`config.mk`:
```
export PLATFORM = sky130hd
export DESIGN_NAME = intadd_wb
export DESIGN_NICKNAME = d
export VERILOG_FILES = /design/src/rtl/intadd_wb.sv
export SDC_FILE = /design/constraint.sdc
export NUM_CORES = 1
export LEC_CHECK = 0
export CORE_MARGIN = 2
export CORE_UTILIZATION = 35
export CTS_CLUSTER_SIZE = 10
export DETAILED_ROUTE_END_ITERATION = 8
export GPL_TIMING_DRIVEN = 0
export PLACE_DENSITY_LB_ADDON = 0.12
export SKIP_LAST_GASP = 1
export SLEW_MARGIN = 10
export SYNTH_ARGS = -nofsm -noshare
export SYNTH_HDL_FRONTEND = slang
export SYNTH_SLANG_ARGS = --single-unit
```
`constraint.sdc`:
```
create_clock -name clk -period 1.8 [get_ports clk]
set_input_delay 0.36 -clock clk [delete_from_list [all_inputs] [get_ports clk]]
set_output_delay 0.36 -clock clk [all_outputs]
set_load 0.02 [all_outputs]
```
`src/rtl/intadd_wb.sv`:
```
// Writeback sequencer behind the intadd adder: buffers two results and drains them
// one register per beat. Optional stall counter enabled by INTADD_WB_PERF_EN.
module intadd_wb #(
  parameter int DEPTH = 2,
  parameter int AW    = 5
) (
  input  logic           clk,
  input  logic           rst_n,
  input  logic           inst_valid,
  output logic           in_ready,
  input  logic [127:0]   dst_reg0,
  input  logic [127:0]   dst_reg1,
  input  logic           dual,
  input  logic [AW-1:0]  waddr0,
  input  logic [AW-1:0]  waddr1,
  output logic           wr_en,
  input  logic           wr_ready,
  output logic [AW-1:0]  wr_addr,
  output logic [127:0]   wr_data,
  output logic           busy,
  output logic [15:0]    stall_cnt
);

  logic [127:0]  d0_q   [DEPTH];
  logic [127:0]  d1_q   [DEPTH];
  logic [AW-1:0] a0_q   [DEPTH];
  logic [AW-1:0] a1_q   [DEPTH];
  logic          dual_q [DEPTH];

  logic       head;
  logic       tail;
  logic [1:0] count;
  logic       beat;

  logic full;
  logic empty;
  logic push;
  logic handshake;
  logic second_beat;
  logic pop;

  assign full        = (count == 2'd2);
  assign empty       = (count == 2'd0);
  assign push        = inst_valid && !full;
  assign handshake   = !empty && wr_ready;
  assign second_beat = !beat && dual_q[head];
  assign pop         = handshake && !second_beat;

  // Outputs decode registered state only; storage is zero at reset so wr_* read 0.
  assign in_ready = !full;
  assign wr_en    = !empty;
  assign busy     = !empty;
  assign wr_addr  = beat ? a1_q[head] : a0_q[head];
  assign wr_data  = beat ? d1_q[head] : d0_q[head];

  always_ff @(posedge clk or negedge rst_n) begin
    if (!rst_n) begin
      for (int i = 0; i < DEPTH; i++) begin
        d0_q[i]   <= '0;
        d1_q[i]   <= '0;
        a0_q[i]   <= '0;
        a1_q[i]   <= '0;
        dual_q[i] <= 1'b0;
      end
    end else if (push) begin
      d0_q[tail]   <= dst_reg0;
      d1_q[tail]   <= dst_reg1;
      a0_q[tail]   <= waddr0;
      a1_q[tail]   <= waddr1;
      dual_q[tail] <= dual;
    end
  end

  always_ff @(posedge clk or negedge rst_n) begin
    if (!rst_n) begin
      head  <= 1'b0;
      tail  <= 1'b0;
      count <= 2'd0;
      beat  <= 1'b0;
    end else begin
      if (push) tail <= ~tail;
      if (handshake) begin
        if (second_beat) begin
          beat <= 1'b1;
        end else begin
          beat <= 1'b0;
          head <= ~head;
        end
      end
      case ({push, pop})
        2'b10:   count <= count + 2'd1;
        2'b01:   count <= count - 2'd1;
        default: count <= count;
      endcase
    end
  end

`ifdef INTADD_WB_PERF_EN
  logic [15:0] stall_q;

  always_ff @(posedge clk or negedge rst_n) begin
    if (!rst_n) begin
      stall_q <= 16'h0000;
    end else if (!empty && !wr_ready && stall_q != 16'hFFFF) begin
      stall_q <= stall_q + 16'h0001;
    end
  end

  assign stall_cnt = stall_q;
`else
  assign stall_cnt = 16'h0000;
`endif

endmodule

```
==> results of run 1 <==
## what timing repair did
| item | in CTS | in global routing |
|---|---|---|
| setup buffers | 34 | 33 |
| gates resized for setup | 839 | 300 |
| endpoints found under the hold margin | 42 | 0 |
| hold buffers | 2 | 0 |
| pin swaps | 5 | 4 |
| endpoints found under the setup margin | 599 | 790 |
| cloned | 19 | 42 |
## flip-flops by register name, summed over array words and instances (netlist names)
name / count
a0_q: 10
a1_q: 10
beat: 1
count: 2
d0_q: 256
d1_q: 256
dual_q: 2
head: 1
tail: 1
## synthesized netlist by cell type, drive strengths merged
cell type and count:
xnor2 3, mux2i 1, o31ai 1, dfrtp 539, nand2 1, xor2 1, mux2 535, nor2 3
mux4 133, nor2b 2, ha 1, nand3 1, conb 1, or2 1, and3b 1, clkbuf 13
o21ai 2, nand2b 1, buf 93
## placed cells by master (no fill, tap or decap), types with 5 or more instances in the layout
cell type and n:
clkbuf_16 113, buf_8 14, mux2_2 238, conb_1 16, buf_6 106, buf_2 37, mux2_4 297, diode_2 6
dfrtp_1 538, clkbuf_8 6, buf_12 75, mux4_2 133, clkbuf_4 5, buf_16 25, clkbuf_1 15, buf_4 47
clkdlybuf4s50_1 269
## worst max-delay path by stage
| stage | start | to | slack [ps] | cells past startpoint |
|---|---|---|---|---|
| after floorplan | head$_DFFE_PN0P_ | wr_data[100] | -20 | 4 |
| after global placement | rst_n | d1_q[103]$_DFFE_PN0P_ | -23790 | 1 |
| after detailed placement | beat$_DFFE_PN0P_ | wr_data[50] | -1630 | 4 |
| after CTS | head$_DFFE_PN0P_ | wr_data[61] | -750 | 5 |
| after global routing | head$_DFFE_PN0P_ | wr_data[62] | -780 | 5 |
| final | head$_DFFE_PN0P_ | wr_data[62] | -700 | 5 |
## per-layer routing
metal,GRT usage,vias up,part of all wire
li1,-,6192,-
met1,0.238,7675,0.41
met2,0.314,320,0.50
met3,0.0567,116,0.063
met4,0.0542,30,0.020
met5,0,-,0.0025
## report_power, final
part	internal (W)	switching, W
clock network	0.00709	0.00502
logic	0.0236	0.0155
registers	0.0184	0.00312
total	0.0491	0.0237
## per-stage QoR
step / instance area [um2] / instances / TNS, ps / hold WS, ps
global placement: 29700 / 2685 / - / 482
global route: 34900 / 2896 / -136370 / 383
CTS: 32900 / 2837 / -140220 / 361
detailed placement: 29900 / 2691 / -439080 / 271
floorplan: 24500 / 1348 / -514 / 64.4
finish: 34900 / 2898 / -104890 / 406
## cell type report
cell class / instances / share of cell area
clock inverter: 5 / 0.000896
sequential: 539 / 0.386
timing repair buffer: 532 / 0.187
tap: 931 / 0.0334
clock buffer: 87 / 0.0529
multi-input combinational: 703 / 0.297
buffer: 95 / 0.0423
antenna: 6 / 0.000430
## cells by family after synthesis
| family | Yosys count | synth area share |
|---|---|---|
| adders and majority gates | 1 | 0.000511 |
| other | 1 | 0.000153 |
| and+or+nand+nor | 10 | 0.00271 |
| buffers and inverters | 106 | 0.0385 |
| xor gates and xnor gates | 4 | 0.00143 |
| muxes | 669 | 0.404 |
| AOI/OAI and AO/OA | 3 | 0.000716 |
| DFF | 539 | 0.551 |
==> qor.yml, run 1 <==
synth_top_cell_area_share: 0.551
status: "complete, but fails checks"
r2r_setup_slack_ps: -170
period_needed_ps: 2500
grt_max_degree: 109
vias: 14333
drive_gt1_frac: 0.566
clock_sinks: 539
power.density_mw_per_mm2: 2080
max_slew.worst_pin.slew_ps: 488
max-cap-violations: 0
area_growth_syn_to_layout_pct: 42.7
dieArea_mm2: 0.0720
rows: 96
synth_cell_type_count: 25
power_w: 0.0728
clock-root-buffer: "clkbuf_16"
pin_count: 423
cts_buffer_depth: 3
die_w_um: 268
die_h_um: 268
fin_skew_ps: 20.5
grt_pass1_wl_um: 100000
routed_wirelength_um: 72300
drc: 0
setup_slack_ps: -696
nFillCells: 5834
ys_top_cells_by_area: "dfrtp_1, mux2_4, mux2_2, mux4_2, buf_12"
regArea_mm2: 0.0135
synth_area_mm2: 0.0245
ys_warn_count: 0
fin_nets: 2209
critPathTopFamily: "buffers and inverters"
r2r-start: "head$_DFFE_PN0P_"
r2r_end: "count[1]$_DFFE_PN0P_"
path_buf_inv: 4
r2r_cells: 10
clk_latency_ps: 590
slowest_delay_ps: 520
synth_seq_cells: 539
dpl.hpwl_um: 44700
yosysSeqAreaShare: 0.551
avgSynthCellArea_um2: 18.3
gp_congestion: 0.734
antenna_left: 0
antenna_found_initial: 19
hp-class: "in -> reg"
crit_arrival_ps: 2140
fin_crit_sh: 1.39
wl_per_cell_um: 24.9
finalMaxSlewViolations: 0
hold_end: "d1_q[240]$_DFFE_PN0P_"
cts-htree-levels: 3
vdd_drop_max_uv: 1010
critPathKind: "reg -> out"
synth_top_area_cell: "dfrtp_1"
grt_pass1_vias: 15597
syn_inst: 1333
io_buffers: 406
avgViaCountPerCell: 4.95
p_leak_nw: 15.2
setup_viol: 539
crit_fanout: 8
slew_headroom: 0.671
gr-total-overflow: 0
cts-buffers-inserted: 66
grt_setup_unrepaired: "yes"
finalHoldViolations: 0
path_cells: "buf_12, buf_16, clkbuf_16, mux4_2, buf_6"
dr.first_iter.drc_count: 670
required_ps: 1440
start_util: 0.355
cp-start-kind: "register"
grtUsageTotal: 0.188
post-route-util: 0.506
first_pass_iters: 6
min_path_cells: 2
end_kind: "output port"
crit_slowest_cell: "mux4_2"
fmaxAchievable_ghz: 0.401
cts_tree: "done"
place_ws_ps: -1630
violations: "setup timing"
core_area_mm2: 0.0689
clkTransAtPathRegs_ps: 50
multiInputGateArea_mm2: 0.0104
worstHoldStart: "dst_reg1[112]"
No activity file was read; power rests on OpenSTA's default activity.
==> run 2, diff against run 1 <==
--- a/config.mk
+++ b/config.mk
@@ -7,10 +7,12 @@
 export LEC_CHECK = 0
 export CORE_MARGIN = 2
 export CORE_UTILIZATION = 35
-export CTS_CLUSTER_SIZE = 10
+export CTS_CLUSTER_SIZE = 14
 export DETAILED_ROUTE_END_ITERATION = 8
+export DONT_BUFFER_PORTS = 1
 export GPL_TIMING_DRIVEN = 0
 export PLACE_DENSITY_LB_ADDON = 0.12
+export REMOVE_ABC_BUFFERS = 1
 export SKIP_LAST_GASP = 1
 export SLEW_MARGIN = 10
 export SYNTH_ARGS = -nofsm -noshare
==> run 2 against run 1 <==
Against the previous run:
- the flow finishes with violations (hold timing, slew limit, setup timing)
- design area decreased by 4.5%
- final cell count is 5.7% lower
- clock power rose by 12%
- largest cell class unchanged
- critical path type unchanged
==> qor.yml, run 2 (synthesis gave the netlist of run 1 again) <==
start_util: 0.355  # unchanged
dieArea_mm2: 0.0720  # unchanged
slowest_delay_ps: 620  # +100 ps
critPathKind: "reg -> out"
wl_per_cell_um: 25.4  # +1.6%
hold_buffers: 268  # +266
clkTransAtPathRegs_ps: 60  # about the same
power_w: 0.0685  # -5.9%
grt_max_degree: 540  # +400%
grtUsageTotal: 0.189  # +0.000377
dr.first_iter.drc_count: 568  # -15%
cts-buffers-inserted: 66  # unchanged
critPathTopFamily: "multiplexers"
wl_met1_um: 27800  # -6.6%
clk_latency_ps: 590  # about the same
hp-class: "in -> async"
clock_sinks: 539  # unchanged
required_ps: 1440  # about the same
top_layer: "met5"
end_kind: "output port"
antenna_left: 0  # unchanged
p_int_w: 0.0457  # -7.0%
final_cell_mix: "dfrtp_1, mux2_4, dlygate4sd3_1"
stdcell_count: 2732  # -5.7%
period_needed_ps: 2530  # +32.5 ps
pin_count: 423  # unchanged
p_comb_frac: 0.486  # -0.051
place_ws_ps: -988  # +637 ps
netSwitchingPower_w: 0.0228  # -3.6%
crit_slowest_cell: "mux4_2"
fmaxAchievable_ghz: 0.396  # -1.3%
vias: 13477  # -6.0%
post-route-util: 0.483  # -0.0230
slew_headroom: -0.159  # -0.830
r2r-start: "head$_DFFE_PN0P_"
status: "complete, but fails checks"
violations: "hold timing, slew limit, setup timing"
antenna_found_initial: 14  # -5
setup_viol: 428  # -21%
rows: 96  # unchanged
timing.critical_path.mode_cell: "buf_16"
die_h_um: 268  # unchanged
dp_cells: 2196  # -18%
fin_nets: 2016  # -8.7%
path_buf_inv: 3  # -1
layout_commonest_cell: "dfrtp_1"
critPathLaunch: "head$_DFFE_PN0P_"
cts_buffer_depth: 3  # unchanged
finalHoldViolations: 539  # +539
routed_wirelength_um: 69300  # -4.2%
cts-htree-levels: 3  # unchanged
gp_congestion: 0.686  # -6.6%
pwr-share-clk: 0.198  # +0.032
core_area_mm2: 0.0689  # unchanged
setup_slack_ps: -728  # -32.5 ps
crit_fanout: 8  # unchanged
io_buffers: 0  # -100%
clock-root-buffer: "clkbuf_16"
max-cap-violations: 0  # unchanged
die_w_um: 268  # unchanged
drive_gt1_frac: 0.529  # -0.0373
pwr-share-seq: 0.317  # +0.021
area_growth_syn_to_layout_pct: 36.2
fin_skew_ps: 16.0  # -4.49 ps
whs_ps: -525  # -931 ps
tns_ps: -125770  # -20880 ps
vdd_drop_max_uv: 940  # -6.5%
drc: 0  # unchanged
fin_crit_sh: 1.40  # +0.0180
max_slew.worst_pin.slew_ps: 1740  # +1250 ps
finalMaxSlewViolations: 147  # +147
gr-total-overflow: 0  # unchanged
grt_pass1_vias: 15243  # -2.3%
cts_tree: "done"
crit_arrival_ps: 2170  # +30 ps
largest_registers: "d0_q x256, d1_q x256"
grt_pass1_wl_um: 101000  # +0.29%
dr_wl_met2_um: 35900  # -1.2%
cp-start-kind: "register"
route.met3.wl_um: 3910  # -15%
power.density_mw_per_mm2: 2060  # -1.4%
p_sw_frac: 0.333  # +0.00787
grt_setup_unrepaired: "yes"
dpl.hpwl_um: 36300  # -19%
p_leak_nw: 14.3  # -5.8%
path_cells: "buf_12, buf_16, buf_16, mux4_2"
first_pass_iters: 4  # -2
avgViaCountPerCell: 4.93  # -0.26%
==> run 2: changes by cell type in the layout (fill, tap and decap cells not counted), sizes merged <==
cell	change
dlygate4sd3	+267
clkbuf	-34
buf	-151
bufbuf	+2
nand3	+1
diode	+4
clkinv	+9
inv	+1
clkdlybuf4s50	-269
bufinv	+4
==> run 2: what timing repair did <==
item | 4_1_cts | 5_1_grt
cloned | 62 | 11
buffers inserted | 86 | 27
pin swaps | 5 | 7
hold endpoints to repair | 1074 | 539
endpoints found under the setup margin | 653 | 583
gates resized for setup | 136 | 108
==> run 2: through the flow <==
stage                     hold WS (ps)  instance area [um2]
final                             -525                33300
after global routing              -568                33300
after CTS                         -575                33300
after detailed placement          80.7                25300
after global placement            76.0                24700
after floorplan                   64.4                23600
==> run 2: per-layer routing <==
metal  global-route usage  vias up
met2                0.327      303
li1                     -     5808
met5                    0        -
met3               0.0504       99
met4               0.0607       10
met1                0.228     7257
==> run 2: final timing paths <==
path                                   endpoint  slack, ps  depth (start not counted)
setup / recovery                    wr_data[75]       -730                          4
hold / removal             d0_q[83]$_DFFE_PN0P_       -520                          0
setup reg to reg           count[1]$_DFFE_PN0P_       -360                         11
hold reg to reg             d1_q[0]$_DFFE_PN0P_        500                          1
max in group asynchronous      head$_DFFE_PN0P_        710                          0
min in group clk               head$_DFFE_PN0P_         90                          2
==> run 2: worst reg2reg max path: stages (launching register included) <==
cell	delay, ps
dfrtp_4	530
buf_12	150
buf_4	170
buf_16	160
buf_4	150
mux2i_1	110
nor2_1	140
nor2_1	70
ha_2	210
xnor2_2	160
nor2_2	50
xor2_1	150
==> run 2: final cells by class <==
| cell class | count | area [um2] |
|---|---|---|
| fill | 5994 | 35600 |
| sequential | 539 | 13500 |
| multi-input combinational | 704 | 10300 |
| timing repair buffer | 433 | 6080 |
| clock buffer | 96 | 1980 |
| tap | 931 | 1160 |
| clock inverter | 19 | 239 |
| antenna | 10 | 25.0 |
==> run 2: power groups by stage <==
stage / combinational (W) / clock [W] / sequential (W)
floorplan: 0.0140 / 0 / 0.0193
global placement: 0.0108 / 0 / 0.0176
detailed placement: 0.0257 / 0 / 0.0219
CTS: 0.0335 / 0.0140 / 0.0216
global route: 0.0349 / 0.0145 / 0.0224
finish: 0.0333 / 0.0135 / 0.0217
==> run 3, diff against run 2 <==
--- a/config.mk
+++ b/config.mk
@@ -5,6 +5,7 @@
 export SDC_FILE = /design/constraint.sdc
 export NUM_CORES = 1
 export LEC_CHECK = 0
+export CORE_ASPECT_RATIO = 1.25
 export CORE_MARGIN = 2
 export CORE_UTILIZATION = 35
 export CTS_CLUSTER_SIZE = 14
==> run 3 against run 2 <==
Against the previous run:
- the run still ends with hold timing, slew limit, setup timing left
- clock skew up 1.1 ps
- hold slack worse by 23 ps
- largest power group unchanged
- critical path type unchanged
- combinational power is 3% lower
- non-clock buffer count shrank 13
- global-route usage increased by 0.48 points
- worst setup slack got worse by 28 ps
- design area down 2.8%
- die area hardly changed
- power decreased by 4.3%
==> qor.yml, run 3 (synthesis gave the netlist of run 1 again) <==
slowest_delay_ps: 530  # -90 ps
cts-htree-levels: 2  # -1
die_h_um: 300  # +12%
r2r_setup_slack_ps: -420  # -60 ps
cts_buffer_depth: 3  # unchanged
fmaxAchievable_ghz: 0.391  # -1.1%
setup_viol: 350  # -18%
wl_per_cell_um: 25.6  # +0.98%
final_cell_mix: "dfrtp_1, mux2_2, dlygate4sd3_1"
grt_setup_unrepaired: "yes"
critPathTopFamily: "buffers and inverters"
gp_congestion: 0.737  # +7.3%
path_cells: "buf_6, buf_16, buf_12, buf_16, mux4_2"
p_leak_nw: 13.7  # -3.9%
end_kind: "output port"
violations: "hold timing, slew limit, setup timing"
power.density_mw_per_mm2: 2020  # -1.6%
r2r-start: "head$_DFFE_PN0P_"
slew_headroom: -0.151  # +0.00868
crit_fanout: 7  # -1
grt_pass1_wl_um: 103000  # +2.8%
dieArea_mm2: 0.0720  # about the same
start_util: 0.353  # -0.00192
clkTransAtPathRegs_ps: 60  # about the same
hold_buffers: 268  # unchanged
routed_wirelength_um: 69100  # -0.21%
setup_slack_ps: -756  # -28.2 ps
critPathKind: "reg -> out"
grt_max_degree: 540  # unchanged
core_area_mm2: 0.0693  # +0.54%
dp_cells: 2200  # +0.18%
hp-class: "in -> async"
dr.first_iter.drc_count: 595  # +4.8%
status: "complete, but fails checks"
area_growth_syn_to_layout_pct: 32.4
rows: 108  # +13%
grtUsageTotal: 0.194  # +0.00484
dpl.hpwl_um: 37300  # +2.9%
period_needed_ps: 2560  # +28.2 ps
cts_tree: "done"
max_slew.worst_pin.slew_ps: 1730  # -13.0 ps
avgViaCountPerCell: 4.97  # +0.81%
layout_commonest_cell: "dfrtp_1"
clk_latency_ps: 610  # +20 ps
max-cap-violations: 0  # unchanged
clock-root-buffer: "clkbuf_16"
first_pass_iters: 4  # unchanged
grt_pass1_vias: 15419  # +1.2%
vias: 13427  # -0.37%
io_buffers: 0  # unchanged
critPathLaunch: "head$_DFFE_PN0P_"
fin_skew_ps: 17.1  # +1.07 ps
stdcell_count: 2700  # -1.2%
fin_crit_sh: 1.42  # +0.0157
whs_ps: -548  # -23.3 ps
gr-total-overflow: 0  # unchanged
finalHoldViolations: 539  # unchanged
r2r_cells: 12  # +1
die_w_um: 240  # -10%
pin_count: 423  # unchanged
drive_gt1_frac: 0.518  # -0.0103
antenna_left: 0  # unchanged
timing.critical_path.mode_cell: "buf_16"
cts-buffers-inserted: 56  # -15%
cp-start-kind: "register"
largest_registers: "d0_q x256, d1_q x256"
endpoint: "wr_data[113]"
antenna_found_initial: 8  # -6
crit_slowest_cell: "mux4_2"
vdd_drop_max_uv: 972  # +3.3%
required_ps: 1440  # about the same
crit_arrival_ps: 2200  # +30 ps
path_buf_inv: 4  # +1
drc: 0  # unchanged
finalMaxSlewViolations: 142  # -3.4%
r2r_end: "count[1]$_DFFE_PN0P_"
fin_nets: 1993  # -1.1%
clock_sinks: 539  # unchanged
path_depth: 5  # +1
[run 3: cell types whose count changed in the layout (fill, tap and decap cells not counted), moves of 4 or more]
| cell | before | now |
|---|---|---|
| clkbuf_16 | 79 | 60 |
| buf_12 | 49 | 29 |
| mux2_2 | 247 | 291 |
| buf_16 | 58 | 62 |
| diode_2 | 10 | 6 |
| mux2_4 | 288 | 244 |
[run 3: power by group]
group          internal (W)  switching [W]  leakage, nW  total, W
sequential           0.0184        0.00316         6.34    0.0216
combinational        0.0182         0.0142         6.50    0.0324
clock               0.00669        0.00489        0.885    0.0116
[run 3: final cells by class]
| class | count | area (um2) |
|---|---|---|
| diodes | 6 | 15.0 |
| clock buffers | 84 | 1650 |
| clock inverters | 12 | 143 |
| fillers | 6038 | 36900 |
| multi-input cells | 704 | 10200 |
| flip-flops and latches | 539 | 13500 |
| well taps | 935 | 1170 |
| repair buffers | 420 | 5750 |
[run 3: per-stage QoR]
stage	instance area (um2)	total power [W]	TNS (ps)	setup slack [ps]	utilization
final	32400	0.0655	-116230	-756	0.467
after global routing	32400	0.0689	-132630	-822	0.467
after CTS	32300	0.0663	-129120	-809	0.466
after detailed placement	25300	0.0478	-251600	-748	0.366
after global placement	24700	0.0284	-6877300	-14290	0.357
after floorplan	23600	0.0333	-4077300	-9260	-
[run 3: how the worst min path moves through the flow]
stage,start,to,slack [ps],cells past startpoint
final,rst_n,d1_q[76]$_DFFE_PN0P_,-550,0
after global routing,rst_n,d1_q[204]$_DFFE_PN0P_,-600,0
after CTS,rst_n,d1_q[76]$_DFFE_PN0P_,-600,0
after detailed placement,rst_n,d1_q[76]$_DFFE_PN0P_,80,0
after global placement,rst_n,d1_q[76]$_DFFE_PN0P_,80,0
after floorplan,rst_n,a0_q[0]$_DFFE_PN0P_,60,0
[run 3: metal layers]
layer | GRT usage | vias to the layer above | wire length, um
li1 | - | 5757 | -
met1 | 0.243 | 7254 | 28700
met2 | 0.330 | 324 | 34900
met3 | 0.0463 | 88 | 3620
met4 | 0.0568 | 4 | 1870
met5 | 0 | - | 19
[run 3: repair_timing]
| item | in CTS | in global routing |
|---|---|---|
| endpoints found under the hold margin | 1074 | 539 |
| resized for setup | 107 | 65 |
| pin swaps | 4 | 7 |
| setup buffers | 68 | 24 |
| gates cloned | 56 | 3 |
| endpoints found under the setup margin | 635 | 446 |
